--- config.mk ---
export PLATFORM = sky130hd
export DESIGN_NAME = userio_wheelkeys
export DESIGN_NICKNAME = d
export VERILOG_FILES = /design/src/rtl/userio_pkg.sv /design/src/rtl/userio_wheel_acc.sv /design/src/rtl/userio_wheelkeys.sv
export SDC_FILE = /design/constraint.sdc
export NUM_CORES = 1
export LEC_CHECK = 0
export BUFFER_PORTS_ARGS = -buffer_cell sky130_fd_sc_hd__buf_2
export CAP_MARGIN = 20
export CORE_ASPECT_RATIO = 1.2
export CORE_MARGIN = 2
export CORE_UTILIZATION = 64
export CTS_CLUSTER_SIZE = 8
export DETAILED_ROUTE_END_ITERATION = 6
export GPL_ROUTABILITY_DRIVEN = 1
export PLACE_DENSITY = 0.86
export SYNTH_ARGS = -nofsm -noshare
export SYNTH_HDL_FRONTEND = slang
export SYNTH_HIERARCHICAL = 1
export SYNTH_SLANG_ARGS = --single-unit
--- constraint.sdc ---
create_clock -name clk -period 10.7 [get_ports clk]
set_clock_uncertainty 0.2 [all_clocks]
set_input_delay 1.605 -clock clk [delete_from_list [all_inputs] [get_ports clk]]
set_output_delay 1.605 -clock clk [all_outputs]
set_load 0.05 [all_outputs]
--- src/rtl/userio_pkg.sv ---
`default_nettype none
// ============================================================================
// Module   : userio_pkg
// Purpose  : Shared constants, FSM state type and helpers for the scroll-wheel
//            to Amiga raw-key translator (userio_wheelkeys).
// Contents : KEY_WHEEL_UP / KEY_WHEEL_DOWN raw-key codes, KEY_RELEASE_BIT,
//            wk_state_t (IDLE, PRESS, RELEASE, GAP), release_code().
// Revision : 1.0 - initial release
// ============================================================================
package userio_pkg;

    localparam logic [7:0] KEY_WHEEL_UP    = 8'h7A;
    localparam logic [7:0] KEY_WHEEL_DOWN  = 8'h7B;
    localparam int         KEY_RELEASE_BIT = 7;

    // GAP is only reachable when the pacing build option is enabled.
    typedef enum logic [1:0] {
        IDLE    = 2'd0,
        PRESS   = 2'd1,
        RELEASE = 2'd2,
        GAP     = 2'd3
    } wk_state_t;

    // Amiga raw-key release codes are the press code with bit 7 set.
    function automatic logic [7:0] release_code(input logic [7:0] code);
        logic [7:0] rc;
        rc                  = code;
        rc[KEY_RELEASE_BIT] = 1'b1;
        return rc;
    endfunction

endpackage
`default_nettype wire

--- src/rtl/userio_wheel_acc.sv ---
`default_nettype none
// ============================================================================
// Module   : userio_wheel_acc
// Purpose  : Tracks the mouse Z counter and keeps a saturating signed count of
//            wheel detents that still have to be turned into key events.
// Ports    : clk, reset         - 28 MHz clock, synchronous active-high reset
//            clk7_en            - 7 MHz enable qualifying every update
//            sof                - start-of-frame strobe (Z sampling point)
//            zcount[7:0]        - wrapping two's-complement Z counter
//            enable             - translation enable; clears the count when 0
//            launch_up/_dn      - one detent consumed by the event FSM
//            pend_up / pend_dn  - count is positive / negative (and enabled)
// Revision : 1.0 - initial release
// ============================================================================
module userio_wheel_acc #(
    parameter int PEND_MAX = 15
) (
    input  logic       clk,
    input  logic       reset,
    input  logic       clk7_en,
    input  logic       sof,
    input  logic [7:0] zcount,
    input  logic       enable,
    input  logic       launch_up,
    input  logic       launch_dn,
    output logic       pend_up,
    output logic       pend_dn
);

    // Pending count needs a sign bit plus enough magnitude for PEND_MAX.
    localparam int PW = $clog2(PEND_MAX + 1) + 1;
    // Sum width covers pending + a full signed 8-bit delta + the launch term.
    localparam int SW = PW + 10;

    localparam logic signed [PW-1:0] PMAX_P = PW'(PEND_MAX);
    localparam logic signed [PW-1:0] PMAX_N = -PW'(PEND_MAX);
    localparam logic signed [SW-1:0] SMAX_P = SW'(PEND_MAX);
    localparam logic signed [SW-1:0] SMAX_N = -SW'(PEND_MAX);

    logic        [7:0]    last_z_q, last_z_d;
    logic signed [PW-1:0] pending_q, pending_d;
    logic signed [7:0]    delta;
    logic signed [SW-1:0] delta_ext;
    logic signed [SW-1:0] launch_ext;
    logic signed [SW-1:0] sum;
    logic                 sample;

    always_comb begin
        sample = clk7_en & sof;

        // Wrapping 8-bit subtraction: 0x7F -> 0x80 and 0xFE -> 0x02 both come
        // out as small positive steps when read as signed.
        delta     = $signed(zcount - last_z_q);
        delta_ext = sample ? {{(SW-8){delta[7]}}, delta} : '0;

        if (launch_up) begin
            launch_ext = SW'(1);
        end else if (launch_dn) begin
            launch_ext = {SW{1'b1}};
        end else begin
            launch_ext = '0;
        end

        sum = {{(SW-PW){pending_q[PW-1]}}, pending_q} + delta_ext - launch_ext;

        // Z position is tracked even while disabled so re-enabling does not
        // replay old movement.
        last_z_d = sample ? zcount : last_z_q;

        pending_d = pending_q;
        if (clk7_en) begin
            if (!enable) begin
                pending_d = '0;
            end else if (sum > SMAX_P) begin
                pending_d = PMAX_P;
            end else if (sum < SMAX_N) begin
                pending_d = PMAX_N;
            end else begin
                pending_d = $signed(sum[PW-1:0]);
            end
        end
    end

    always_ff @(posedge clk) begin
        if (reset) begin
            last_z_q  <= 8'h00;
            pending_q <= '0;
        end else begin
            last_z_q  <= last_z_d;
            pending_q <= pending_d;
        end
    end

    // Gating with enable makes the forced clear visible to the FSM in the
    // same cycle enable drops, so no new press starts once disabled.
    assign pend_up = enable & ~pending_q[PW-1] & (pending_q != '0);
    assign pend_dn = enable &  pending_q[PW-1];

endmodule
`default_nettype wire

--- src/rtl/userio_wheelkeys.sv ---
`default_nettype none
// ============================================================================
// Module   : userio_wheelkeys
// Purpose  : Turns PS/2 scroll-wheel movement (Z counter) into Amiga raw-key
//            press/release pairs (0x7A/0xFA up, 0x7B/0xFB down) delivered one
//            byte at a time over a valid/ready handshake.
// Ports    : clk, reset         - 28 MHz clock, synchronous active-high reset
//            clk7_en            - 7 MHz enable qualifying state and handshake
//            sof                - start-of-frame strobe
//            zcount[7:0]        - mouse Z counter
//            enable             - wheel-to-key translation enable
//            key_data[7:0]      - raw-key code, stable while key_valid
//            key_valid          - key_data holds a byte for the consumer
//            key_ready          - consumer accepts the byte
// Build    : USERIO_WHEEL_PACE_EN - when defined, GAP_FRAMES start-of-frame
//            strobes are waited out after every release before the next press.
// Revision : 1.0 - initial release
// ============================================================================
module userio_wheelkeys
    import userio_pkg::*;
#(
    parameter int PEND_MAX   = 15,
    parameter int GAP_FRAMES = 2
) (
    input  logic       clk,
    input  logic       reset,
    input  logic       clk7_en,
    input  logic       sof,
    input  logic [7:0] zcount,
    input  logic       enable,
    output logic [7:0] key_data,
    output logic       key_valid,
    input  logic       key_ready
);

    localparam int GW = ($clog2(GAP_FRAMES + 1) > 0) ? $clog2(GAP_FRAMES + 1) : 1;

    wk_state_t     state_q, state_d;
    logic [7:0]    key_data_q, key_data_d;
    logic          key_valid_q, key_valid_d;
    logic [GW-1:0] gap_cnt_q, gap_cnt_d;

    logic          pend_up, pend_dn;
    logic          launch_up, launch_dn;
    logic          xfer;

    userio_wheel_acc #(
        .PEND_MAX (PEND_MAX)
    ) u_acc (
        .clk       (clk),
        .reset     (reset),
        .clk7_en   (clk7_en),
        .sof       (sof),
        .zcount    (zcount),
        .enable    (enable),
        .launch_up (launch_up),
        .launch_dn (launch_dn),
        .pend_up   (pend_up),
        .pend_dn   (pend_dn)
    );

    always_comb begin
        state_d     = state_q;
        key_data_d  = key_data_q;
        key_valid_d = key_valid_q;
        gap_cnt_d   = gap_cnt_q;
        launch_up   = 1'b0;
        launch_dn   = 1'b0;

        xfer = clk7_en & key_valid_q & key_ready;

        if (clk7_en) begin
            case (state_q)
                IDLE: begin
                    // A launch consumes one detent from the accumulator in the
                    // same cycle, so the pair is accounted for exactly once.
                    if (pend_up) begin
                        key_data_d  = KEY_WHEEL_UP;
                        key_valid_d = 1'b1;
                        launch_up   = 1'b1;
                        state_d     = PRESS;
                    end else if (pend_dn) begin
                        key_data_d  = KEY_WHEEL_DOWN;
                        key_valid_d = 1'b1;
                        launch_dn   = 1'b1;
                        state_d     = PRESS;
                    end
                end

                PRESS: begin
                    // key_valid stays high: the release follows directly and
                    // is sent even if enable has dropped meanwhile.
                    if (xfer) begin
                        key_data_d = release_code(key_data_q);
                        state_d    = RELEASE;
                    end
                end

                RELEASE: begin
                    if (xfer) begin
                        key_valid_d = 1'b0;
`ifdef USERIO_WHEEL_PACE_EN
                        if (GAP_FRAMES == 0) begin
                            state_d = IDLE;
                        end else begin
                            state_d   = GAP;
                            gap_cnt_d = '0;
                        end
`else
                        state_d = IDLE;
`endif
                    end
                end

                GAP: begin
                    if (sof) begin
                        if (gap_cnt_q == GW'(GAP_FRAMES - 1)) begin
                            state_d = IDLE;
                        end else begin
                            gap_cnt_d = gap_cnt_q + GW'(1);
                        end
                    end
                end

                default: begin
                    state_d = IDLE;
                end
            endcase
        end
    end

    always_ff @(posedge clk) begin
        if (reset) begin
            state_q     <= IDLE;
            key_data_q  <= 8'h00;
            key_valid_q <= 1'b0;
            gap_cnt_q   <= '0;
        end else begin
            state_q     <= state_d;
            key_data_q  <= key_data_d;
            key_valid_q <= key_valid_d;
            gap_cnt_q   <= gap_cnt_d;
        end
    end

    assign key_data  = key_data_q;
    assign key_valid = key_valid_q;

endmodule
`default_nettype wire
[Yosys cells after proc, flatten, opt, wreduce, memory -nomap -nowiden]
Index checks and enable logic that the tools add are counted.
Word-level totals
  flip-flop bits (word level): 26
  output and inout port bits: 9
  logic and storage cells: 69
Operators by class
  $add $sub $neg: 4
  magnitude comparators: 2
  equal/unequal tests: 9
  muxes and demuxes: 28
  bitwise gates (word level): 9
  reductions and logical operators: 10
Operator list (number)
  $mux W15: 3
  $mux W8: 3
  $pmux W8 S2: 1
  $reduce_and A4 Y1: 4
  $add A15 B15 Y15: 1
  $gt A15 B5 Y1 const B: 1
  $lt A15 B5 Y1 const B: 1
  $mux W5: 3
  $sub A15 B15 Y15: 1
  $mux W2: 6
  $mux W1: 10
  $ne A2 B2 Y1 const B: 4
  $pmux W2 S4: 1
  $sub A8 B8 Y8: 1
  $and A1 B1 Y1: 6
  $reduce_and A6 Y1: 1
  $reduce_bool A2 Y1: 3
  $reduce_bool A5 Y1: 1
  $eq A2 B1 Y1 const B: 2
  $eq A2 B2 Y1 const B: 2
  $ne A3 B3 Y1 const B: 1
  $not A1 Y1: 3
  $add A2 B1 Y2 const B: 1
  $logic_not A2 Y1: 1
  $pmux W1 S2: 1

[Longest topological paths before layout]
  depth in word-level cells: 13
  depth in mapped cells: 20

[Hierarchy]
The synthesis kept the hierarchy.
By module, submodules not included
  userio_wheel_acc: times used 1, cells each 224, area an instance 1676.6 um2, sequential area each 260.2 um2
  userio_wheelkeys: times used 1, cells each 49, area an instance 416.6 um2, sequential area each 160.2 um2

[Worst setup path before layout]
Ideal clock, no wire load.
  kind: input -> register
  from: in zcount[0]
  to: reg u_acc.pending_q[0]
  data arrival time: 4.914 ns
  path slack: 5.467 ns
  cell stages on the path: 19
  cells stage by stage: inv_1 ha_1 fa_1 nor2b_1 o21ai_0 nand2b_1 xor2_1 nand2_1 fa_1 inv_1 ha_1 clkdlybuf4s15_2 or3b_1 o21ai_0 or4_1 nand2_1 or3_2 a21oi_1 o31ai_1
Between the ends
  word-level cells in the longest chain between the ends: 8
  elaborated cells between the ends (all ways): 9
Ends and longest elaborated chain
  from (decl): line userio_wheelkeys.sv:29  | input logic [7:0] zcount,
  $sub A8 B8 Y8 *: line userio_wheel_acc.sv:53  | delta = $signed(zcount - last_z_q);
  $mux W15 *: line userio_wheel_acc.sv:54  | delta_ext = sample ? {{(SW-8){delta[7]}}, delta} : '0;
  $add A15 B15 Y15 *: line userio_wheel_acc.sv:64  | sum = {{(SW-PW){pending_q[PW-1]}}, pending_q} + delta_ext - launch_ext;
  $sub A15 B15 Y15 *: line userio_wheel_acc.sv:64
  $lt A15 B5 Y1: line userio_wheel_acc.sv:76  | end else if (sum < SMAX_N) begin
  $mux W5: line userio_wheel_acc.sv:76
  $mux W5 *: line userio_wheel_acc.sv:74  | end else if (sum > SMAX_P) begin
  $mux W5 *: line userio_wheel_acc.sv:72  | if (!enable) begin
  to (signal assigned): line userio_wheel_acc.sv:90  | pending_q <= pending_d;
  to (decl): line userio_wheel_acc.sv:41  | logic signed [PW-1:0] pending_q, pending_d;
Mark *: on every way between the ends. The rest lies on a longest branch, timed or not.
A chain may end at the register's enable or synchronous reset.

[Worst setup path after layout]
  from: in clk7_en
  to: reg u_acc.pending_q[0]
Between the ends
  word-level cells in the longest chain between the ends: 8
  elaborated cells between the ends (all ways): 13
Ends and longest elaborated chain
  from (decl): line userio_wheelkeys.sv:27  | input logic clk7_en,
  $mux W1 *: line userio_wheelkeys.sv:72  | if (clk7_en) begin
  named net launch_dn: line userio_wheelkeys.sv:44  | logic launch_up, launch_dn;
  $mux W15 *: line userio_wheel_acc.sv:58  | end else if (launch_dn) begin
  $mux W15 *: line userio_wheel_acc.sv:56  | if (launch_up) begin
  $sub A15 B15 Y15 *: line userio_wheel_acc.sv:64
  $lt A15 B5 Y1: line userio_wheel_acc.sv:76
  $mux W5: line userio_wheel_acc.sv:76
  $mux W5 *: line userio_wheel_acc.sv:74
  $mux W5 *: line userio_wheel_acc.sv:72
Mark *: on every way through the listed nets, which the timed path passes. The rest lies on a longest branch.

==> impl_metrics.tcl <==
set metrics [dict create \
    totalPowerFinal_uw 541 \
    syn_to_final_growth_pct 4.54 \
    fillerInstances 265 \
    root_buffer "sky130_fd_sc_hd__clkbuf_4" \
    finalNetCount 328 \
    insertion_delay_to_the_later_sink_of_the_worst_skew_pair_ns 0.31 \
    drt_iter0_markers 82 \
    core_area_sq_mm 0.00308 \
    outcome "finished clean" \
    fp.dieArea_sq_mm 0.00375 \
    numClockSinks 21 \
    cts-resized-gates 0 \
    endpoint_of_the_most_critical_setup_path "u_acc/pending_q[0]" \
    setup.worst_path.start_class "input pin" \
    tritoncts "done" \
    floorplan.rows 22 \
    post_route_cells_drive_above_1_share_pct 14.3 \
    placedInstanceArea_sq_mm 0.00216 \
    worst_setup_slack_post_dpl_ns 4.83 \
    fp.dieW_um 56.2 \
    final-max-slew-violation-count 0 \
    share_of_synthesized_registers_carrying_an_async_set_or_reset_pct 0 \
    regToRegEndpoint "u_acc/pending_q[0]" \
    cp_slowest_stage_delay_ns 0.72 \
    drc 0 \
    portBuffers 21 \
    gr-usage-all-layers_pct 23.3 \
    grt_setup_unrepaired "false" \
    chipHeight_um 66.7 \
    critPathMostFrequentCell "sky130_fd_sc_hd__nor2_1" \
    count_of_antenna_diodes_in_the_layout 0 \
    grt-ovfl-total 0 \
    commonest_non_fill_non_tap_cell_in_the_layout "sky130_fd_sc_hd__inv_1" \
    crit_start "clk7_en" \
    sequential_cell_area_sq_um 420 \
    most_frequent_cells_in_the_layout "sky130_fd_sc_hd__inv_1, sky130_fd_sc_hd__nand2_1, sky130_fd_sc_hd__a21oi_1, sky130_fd_sc_hd__dfxtp_1, sky130_fd_sc_hd__buf_2" \
    critical_path.cell_chain "buf_2 > nor3b_2 > nand2_1 > nor2_1 > nor2b_1 > fa_1 > inv_1 > ha_1 > a211oi_2 > nor2_1 > xor2_1 > a2111oi_0 > nand4bb_1 > a21oi_1 > o31ai_1" \
    final_min_period_over_clock_period_pct 51.9 \
    final_area_sq_mm 0.00219 \
    postSynth.topFlopCell "sky130_fd_sc_hd__dfxtp_1" \
    setup.worst_path.end_class "register" \
    final_util_pct 71.0 \
    power_density_mw_per_mm2 247 \
    hold_buffers 0 \
    cts.repair_timing.setup_buffer_count 0 \
    boundaryPins 23 \
    post_syn_instances 273 \
    synth.yosys.warnings 6 \
    cts.reportedPaths.clkPinSlew_ns 0.13 \
    syn_nets 314 \
    initial_utilization_pct 67.9 \
    yosys_register_bits 21 \
    drtAntennaViolNets 0 \
    cpMaxStageDelayCell "sky130_fd_sc_hd__nor2b_1" \
    grt_antenna_before_repair 0 \
    drtPass1Iterations 4 \
    post_layout_worst_setup_margin_ns 5.14 \
    post_dp_hpwl_um 3180 \
    hold_slack_final_ns 0.265 \
    detail_route.vias_per_cell 5.78 \
    crit-reg2reg-launch "u_acc/pending_q[1]" \
    reg2reg_depth 14 \
    gpl.final_weighted_congestion 0.905 \
    critical_path.max_fanout 14 \
    finalHoldViolCount 0 \
    detailroute.via_count 1861 \
    power.static_leakage_nw 0.991 \
    timing_worst_slew_pin_value_ns 0.895 \
    cts.path.max_buffers 2 \
    timing.slew.headroom_pct 40.2 \
    grt_pass1_wl_um 7150 \
    multi_input_area_sq_mm 0.00144 \
    dpl.cell_count 318 \
    grt_start_max_net_pins 25 \
    fin_setup_tns_ns 0 \
    final_period_minus_worst_setup_slack_ns 5.56 \
    vdd.ir_drop.worst_uv 199 \
    max_clock_freq_mhz 180 \
    drv_cap 0 \
    ys_seq_area_share_pct 20.1 \
    drt-wirelength-per-cell_um 12.5 \
    holdCritPathClass "register to register" \
    finish.cell_count_without_fillers 322 \
    setup_viol 0 \
    timing.critical_path.arrival_ns 5.55 \
    vias_in_the_first_global_route 1777 \
    netlist_area_sq_mm 0.00209 \
    avgSynthCellArea_sq_um 7.67 \
    detail_route.wirelength_um 4020 \
    timing.setup.critical_path_class "input pin to register" \
    synth_enable_flop_cells 0 \
    cts_made_buffers 3 \
    clock_tree.htree_level_count 1 \
    worstPathRequired_ns 10.69 \
    yosys.cell_types.count 54 \
    rrSetupSlack_ns 5.89 \
]
layout make-up:
class / count / area share [%]
multi-input cells: 199 / 65.6
flip-flops and latches: 21 / 19.2
inverters: 41 / 7.03
repair buffers: 21 / 4.80
well taps: 36 / 2.06
clock buffers: 3 / 1.03
clock inverters: 1 / 0.229
where the power goes:
part / internal [mW] / leakage (nW) / switching [mW] / total (mW)
sequential: 0.0892 / 0.171 / 0.0106 / 0.0998
clock: 0.0139 / 0.0177 / 0.0257 / 0.0397
combinational: 0.166 / 0.802 / 0.236 / 0.402
total: 0.269 / 0.991 / 0.272 / 0.541
kinds of logic after synthesis:
| logic type | count (synthesis) | share of synthesized area, % |
|---|---|---|
| adders and majority gates | 27 | 19.4 |
| muxes | 2 | 1.08 |
| AOI/OAI and AO/OA | 64 | 19.8 |
| and+or+nand+nor | 96 | 24.4 |
| buffers and inverters | 53 | 11.3 |
| other | 1 | 0.179 |
| DFF | 21 | 20.1 |
| xor gates and xnor gates | 9 | 3.77 |
per-layer routing:
layer  wire (um)  GRT usage [%]  part of all wire (%)
met5           0              0                     0
met4          43           6.55                   1.1
met3         162           2.33                   4.0
met2        2090           42.5                    52
met1        1730           29.0                    43
sequential cells by signal, summed over array words and instances, names as in the netlist:
signal,flops
key_data,3
u_acc/pending_q,5
gap_cnt_q,2
state_q,2
u_acc/last_z_q,8
key_valid,1
worst max-delay path, delay by kind of cell:
kind | cells | cell delay (ns)
simple gates | 6 | 1.53
compound gates | 4 | 1.09
buf+inv | 2 | 0.28
fa+ha+maj | 2 | 0.85
xor+xnor | 1 | 0.17
worst min-delay path by stage:
stage | slack (ns) | cells after the start | endpoint | from
final | 0.27 | 2 | u_acc/last_z_q[4] | u_acc/last_z_q[4]
after CTS | 0.27 | 2 | u_acc/last_z_q[6] | u_acc/last_z_q[6]
after floorplan | 0.24 | 2 | u_acc/last_z_q[2] | u_acc/last_z_q[2]
after detailed placement | 0.25 | 2 | u_acc/last_z_q[6] | u_acc/last_z_q[6]
after global placement | 0.24 | 2 | u_acc/last_z_q[5] | u_acc/last_z_q[5]
after global routing | 0.29 | 2 | u_acc/last_z_q[6] | u_acc/last_z_q[6]
cells in the mapped netlist (all sizes together) (2+ instances only):
| cell | count | share of area, % |
|---|---|---|
| a21o | 2 | 0.78 |
| dfxtp | 21 | 20 |
| o31ai | 2 | 0.72 |
| nor2 | 14 | 2.5 |
| ha | 18 | 11 |
| clkbuf | 4 | 0.72 |
| inv | 41 | 7.4 |
| o211ai | 5 | 1.8 |
| fa | 9 | 8.6 |
| nand2 | 35 | 6.3 |
| nand2b | 5 | 1.5 |
| or3 | 2 | 0.66 |
| buf | 7 | 2.7 |
| o22ai | 2 | 0.60 |
| o21ai | 13 | 3.1 |
| or4 | 2 | 0.72 |
| nor3 | 5 | 1.2 |
| nor2b | 7 | 2.1 |
| nand3 | 5 | 1.2 |
| xor2 | 4 | 1.7 |
| xnor2 | 5 | 2.1 |
| o211a | 3 | 1.4 |
| a211oi | 4 | 2.2 |
| and2 | 3 | 0.90 |
| a21oi | 25 | 6.0 |
| nor3b | 4 | 2.2 |
| mux2 | 2 | 1.1 |
| and3 | 4 | 1.3 |
| and2b | 2 | 0.84 |
Power figures use the tool's default switching activity.
